File: src/rtl/multicycle_control.sv
// Main control FSM of the multicycle RISC-V core. It sequences the datapath
// through fetch, decode, execute, memory and write-back steps. It drives every
// datapath enable and mux select, and it stalls on the memory ready handshake.
module multicycle_control (
   input  logic       clk,
   input  logic       rst_n,
   input  logic [6:0] opcode,
   input  logic       zero,
   input  logic       mem_ready,
   output logic       pc_write,
   output logic       pc_write_cond,
   output logic       i_or_d,
   output logic       mem_read,
   output logic       mem_write,
   output logic       ir_write,
   output logic       mem_to_reg,
   output logic       reg_write,
   output logic [1:0] alu_src_a,
   output logic [1:0] alu_src_b,
   output logic [1:0] alu_op,
   output logic       pc_source,
   output logic       illegal_op,
   output logic       retire,
   output logic [3:0] state
);

   typedef enum logic [3:0] {
      FETCH      = 4'd0,
      DECODE     = 4'd1,
      MEM_ADDR   = 4'd2,
      MEM_READ   = 4'd3,
      MEM_WB     = 4'd4,
      MEM_WRITE  = 4'd5,
      EXECUTE    = 4'd6,
      R_COMPLETE = 4'd7,
      BRANCH     = 4'd8
   } state_t;

   localparam logic [6:0] OP_LW  = 7'b0000011;
   localparam logic [6:0] OP_SW  = 7'b0100011;
   localparam logic [6:0] OP_R   = 7'b0110011;
   localparam logic [6:0] OP_BEQ = 7'b1100011;

   state_t state_reg;
   state_t state_next;

   // The zero flag gates PC writes in the datapath only; the FSM never looks at it.
   logic unused_zero;
   assign unused_zero = zero;

   // State register: a synchronous reset returns the FSM to FETCH.
   always_ff @(posedge clk) begin
      if (!rst_n) state_reg <= FETCH;
      else        state_reg <= state_next;
   end

   // Next-state logic and control outputs. Outputs are decoded from the state,
   // plus mem_ready in the memory states, and they are all forced low during reset.
   always_comb begin
      state_next    = FETCH;
      pc_write      = 1'b0;
      pc_write_cond = 1'b0;
      i_or_d        = 1'b0;
      mem_read      = 1'b0;
      mem_write     = 1'b0;
      ir_write      = 1'b0;
      mem_to_reg    = 1'b0;
      reg_write     = 1'b0;
      alu_src_a     = 2'b00;
      alu_src_b     = 2'b00;
      alu_op        = 2'b00;
      pc_source     = 1'b0;
      illegal_op    = 1'b0;
      retire        = 1'b0;
      case (state_reg)
         FETCH: begin
            mem_read  = 1'b1;
            alu_src_b = 2'b01;
            ir_write  = mem_ready;
            pc_write  = mem_ready;
            state_next = mem_ready ? DECODE : FETCH;
         end
         DECODE: begin
            alu_src_a = 2'b10;
            alu_src_b = 2'b10;
            case (opcode)
               OP_LW, OP_SW: state_next = MEM_ADDR;
               OP_R:         state_next = EXECUTE;
               OP_BEQ:       state_next = BRANCH;
               default: begin
                  state_next = FETCH;
                  illegal_op = 1'b1;
               end
            endcase
         end
         MEM_ADDR: begin
            alu_src_a  = 2'b01;
            alu_src_b  = 2'b10;
            state_next = (opcode == OP_SW) ? MEM_WRITE : MEM_READ;
         end
         MEM_READ: begin
            mem_read   = 1'b1;
            i_or_d     = 1'b1;
            state_next = mem_ready ? MEM_WB : MEM_READ;
         end
         MEM_WB: begin
            reg_write  = 1'b1;
            mem_to_reg = 1'b1;
            retire     = 1'b1;
            state_next = FETCH;
         end
         MEM_WRITE: begin
            mem_write  = 1'b1;
            i_or_d     = 1'b1;
            retire     = mem_ready;
            state_next = mem_ready ? FETCH : MEM_WRITE;
         end
         EXECUTE: begin
            alu_src_a  = 2'b01;
            alu_src_b  = 2'b00;
            alu_op     = 2'b10;
            state_next = R_COMPLETE;
         end
         R_COMPLETE: begin
            reg_write  = 1'b1;
            retire     = 1'b1;
            state_next = FETCH;
         end
         BRANCH: begin
            alu_src_a     = 2'b01;
            alu_src_b     = 2'b00;
            alu_op        = 2'b01;
            pc_write_cond = 1'b1;
            pc_source     = 1'b1;
            retire        = 1'b1;
            state_next    = FETCH;
         end
         default: state_next = FETCH;
      endcase
      if (!rst_n) begin
         pc_write      = 1'b0;
         pc_write_cond = 1'b0;
         i_or_d        = 1'b0;
         mem_read      = 1'b0;
         mem_write     = 1'b0;
         ir_write      = 1'b0;
         mem_to_reg    = 1'b0;
         reg_write     = 1'b0;
         alu_src_a     = 2'b00;
         alu_src_b     = 2'b00;
         alu_op        = 2'b00;
         pc_source     = 1'b0;
         illegal_op    = 1'b0;
         retire        = 1'b0;
      end
   end

   assign state = state_reg;

endmodule

File: config.mk
export PLATFORM = sky130hd
export DESIGN_NAME = multicycle_control
export DESIGN_NICKNAME = d
export VERILOG_FILES = /design/src/rtl/multicycle_control.sv
export SDC_FILE = /design/constraint.sdc
export NUM_CORES = 1
export LEC_CHECK = 0
export CORE_UTILIZATION = 38
export DETAILED_ROUTE_END_ITERATION = 12
export PLACE_DENSITY = 0.83
export SLEW_MARGIN = 20
export SYNTH_ARGS = -nofsm -noshare
export SYNTH_HDL_FRONTEND = slang
export SYNTH_SLANG_ARGS = --single-unit
File: constraint.sdc
create_clock -name clk -period 3.2 [get_ports clk]
set_input_delay 0.48 -clock clk [delete_from_list [all_inputs] [get_ports clk]]
set_output_delay 0.48 -clock clk [all_outputs]
set_load 0.01 [all_outputs]
# Word level (Yosys, flattened, before mapping)
# Index checks and enable logic that the tools add are counted.
# Widths: inputs -> output; s select.
word_totals:
  regBits: 4
  latchBits: 0
  mem_bits_rw: 0
  rom_bits: 0
  in_bits: 11
  output_inout_bits: 21
  elab_cells: 53
  n_memories: 0
classes:
  addsub: 0
  mul: 0
  n_div: 0
  magnitude_cmp: 0
  eq_ne: 12
  shift: 0
  n_mux: 31
  n_bitwise: 0
  n_reduce_logical: 9
op_table:
  columns: ["op", "n"]
  rows:
  - ["$pmux 4 s6", 1]
  - ["$mux 1", 19]
  - ["$eq 4x3->1 const B", 4]
  - ["$eq 7x6->1 const B", 2]
  - ["$pmux 2 s2", 3]
  - ["$pmux 4 s3", 1]
  - ["$reduce_or 2->1", 5]
  - ["$mux 3", 3]
  - ["$eq 4x2->1 const B", 2]
  - ["$eq 7x2->1 const B", 1]
  - ["$eq 7x7->1 const B", 1]
  - ["$mux 2", 3]
  - ["$reduce_or 3->1", 2]
  - ["$eq 4x1->1 const B", 1]
  - ["$eq 4x4->1 const B", 1]
  - ["$logic_not 4->1", 1]
  - ["$reduce_or 4->1", 1]
  - ["$pmux 1 s2", 1]

# Logic depth before layout (Yosys ltp)
logic_depth:
  word_depth: 5
  mapped_depth: 6
  mapped_depth_nobuf: 4

# Worst setup path after synthesis
# OpenSTA, ideal clock, no wires.
synth_timing:
  path_kind: "register to output"
  startpoint: "reg state_reg[3] (netlist: state[3])"
  endpoint: "out pc_write_cond"
  arrival_time_ns: 1.443
  t_required_ns: 2.720
  slack_ns: 1.277
  stages_incl_launch_ff: 5
  n_path_buf: 2
  path_cell_list: "dfxtp_1 > buf_2 > nand2b_1 > nor4b_1 > buf_4"
synth_between:
  elab_chain_cells: 3
synth_lines:
  columns: ["element", "line_no", "rtl"]
  rows:
  - ["start, declared", "44", "state_t state_reg;"]
  - ["start signal, assigned", "54", "else state_reg <= state_next;"]
  - ["$eq 4x4->1", null, null]
  - ["$mux 1 (2 in series)", null, null]
  - ["end, declared", "11", "output logic pc_write_cond,"]
# Every way passes these cells.

# Final worst setup path
layout_timing:
  startpoint: "in mem_ready"
  endpoint: "out retire"
layout_between:
  elab_chain_cells: 2
layout_lines:
  columns: ["element", "line_no", "rtl"]
  rows:
  - ["start, declared", "9", "input logic mem_ready,"]
  - ["$pmux 1 s2", "75", "case (state_reg)"]
  - ["$mux 1", "140", "if (!rst_n) begin"]
  - ["end, declared", "23", "output logic retire,"]
# Every way passes these cells.

==> flow_metrics.tcl <==
set metrics [dict create \
    ys_warn_count 0 \
    p_leak_nw 0.2862 \
    max_freq_ghz 0.3797 \
    gp_congestion 0.8124 \
    antenna_cells 0 \
    path_clk_slew_ns 0.03 \
    grt_usage_pct 19.21 \
    critPathLaunchType "input port" \
    dr.first_iter.drc_count 16 \
    clockBufferDepth 2 \
    rows 12 \
    drc_errors 0 \
    avgSynthCellArea_um2 7.185 \
    die_w_um 38.38 \
    holdBufCountCts 0 \
    cp_max_fo 7 \
    tritoncts "yes" \
    io_pins 32 \
    fp.dieH_um 38.38 \
    synth_top_area_share_pct 15.92 \
    start_util_pct 42.95 \
    dr.pass1.iters 4 \
    cts_root_buf "clkbuf_4" \
    ant_nets 0 \
    yosysSeqAreaShare_pct 15.92 \
    synth.ff_latch_count 4 \
    core_um2 1171 \
    post_cts_buffers 0 \
    final_nets 109 \
    hpwl_um 988 \
    grt_pass1_vias 470 \
    grt_overflow_total 0 \
    required_ns 2.72 \
    antenna_found_initial 0 \
    power_density_nw_per_um2 199.2 \
    largest_reg_flops 4 \
    routed_via_density 5.200 \
    worstPathArrival_ns 2.15 \
    yosys.cell_types.count 33 \
    layout-drive-gt1-share_pct 6.250 \
    synth_top_area_cell "dfxtp_1" \
    worst_slew_pin_slew_ns 0.5627 \
    cts_max_level 1 \
    status "complete, no violations" \
    clkLatencyLatePin_ns 0.23 \
    synth_common_cells "nor2_1 (9), a21oi_1 (7), nand2_1 (6)" \
    syn_inst 70 \
    fin_crit_sh_pct 82.30 \
    vias 572 \
    synth_edf_count 0 \
    syn_to_final_growth_pct 58.71 \
    tns_ns 0 \
    ys.flop_type "dfxtp_1" \
    rsz0062_at_grt "no" \
    synthTopCellsByArea "dfxtp_1 (16%), a21oi_1 (7.0%), nor2_1 (6.7%)" \
    async_reset_ff_share_pct 0 \
    numCtsBuffers 3 \
    total_power_mw 0.1591 \
    io_buffers 30 \
    min_path_type "flop to flop" \
    clock_sinks 4 \
    wl_mm 1.228 \
    drv_cap 0 \
    fin_crit_ns 2.634 \
    grt_max_degree 18 \
    grt_pass1_wl_mm 1.966 \
    cts_resized 0 \
    clock_skew_ns 0.0009225 \
    slew_violations 0 \
    hold_viol 0 \
    synthesis.area_um2 503.0 \
    worstSetupPathType "input port to output pin" \
    setup_viol 0 \
    worstSetupEndpointType "output pin" \
    irDropWorstVdd_mv 0.1951 \
    syn_nets 81 \
    dieArea_um2 1473 \
    slew_headroom_pct 62.44 \
    wl_per_cell_um 11.16 \
    synth.most_common_cell "nor2_1" \
]
[per-layer routing]
layer	part of all wire [%]	track usage (%)
met5	0	0
met1	46	24.57
met2	50	29.24
met3	3.2	3.488
met4	0	12.07
[logic make-up (layout without fill, tap and decap cells)]
group	count (synthesis)	after routing	share of synthesized area, %
buffers and inverters	9	35	10.45
AO/OA/AOI/OAI	15	15	20.40
multiplexers	1	1	1.990
flip-flops	4	4	15.92
XOR/XNOR	2	2	3.483
AND/OR/NAND/NOR	39	39	47.76
[layout make-up]
cell class                 count  area [um2]
fill                         100       372.9
multi-input combinational     57       370.4
timing repair buffer          30       300.3
sequential                     4       80.08
clock buffer                   3       22.52
tap                           14       17.52
inverter                       2       7.507
[cells in the final DEF, fill, tap and decap left out, types with 2 or more instances in the layout]
cell type,netlist,final
nand2b_1,5,5
a21oi_1,7,7
and2_1,3,3
inv_1,2,2
dfxtp_1,4,4
nand2_1,6,6
and3_1,2,2
nor4b_1,2,2
clkdlybuf4s50_1,0,30
o21ai_0,2,2
nor2_1,9,9
nor3_1,3,3
clkbuf_4,0,3
[power by group]
part | internal (mW) | switching (mW)
Combinational | 0.0268 | 0.0193
Clock | 0.0417 | 0.0172
Sequential | 0.0510 | 0.00308
Total | 0.120 | 0.0395
[path summary, 6_finish.rpt]
check                            from             endpoint  slack (ns)  cells past startpoint
hold / removal    state[1]$_SDFF_PN0_  state[2]$_SDFF_PN0_        0.74                      2
hold reg to reg   state[1]$_SDFF_PN0_  state[2]$_SDFF_PN0_        0.74                      2
setup reg to reg  state[0]$_SDFF_PN0_  state[1]$_SDFF_PN0_        1.68                      4
setup / recovery            mem_ready               retire        0.57                      6
[worst max-delay path, stage by stage]
cell and delay [ns]:
clkdlybuf4s50_1 0.57, nand2_1 0.08, o22a_1 0.22, o22ai_1 0.13
and2_1 0.13, clkdlybuf4s50_1 0.53
[stage by stage]
| stage | hold WS [ns] | cell area, um2 | cells | utilization [%] | setup WS [ns] |
|---|---|---|---|---|---|
| floorplan | 0.6259 | 503.0 | 70 | - | 1.277 |
| finish | 0.7415 | 798.3 | 110 | 68.16 | 0.5663 |
| global route | 0.8300 | 798.3 | 110 | 68.16 | 0.4754 |
| CTS | 0.7570 | 798.3 | 110 | 68.16 | 0.5600 |
| global placement | 0.7337 | 775.7 | 107 | 66.24 | 0.5738 |
| detailed placement | 0.7488 | 775.7 | 107 | 66.24 | 0.5683 |
Power figures use the tool's default switching activity.
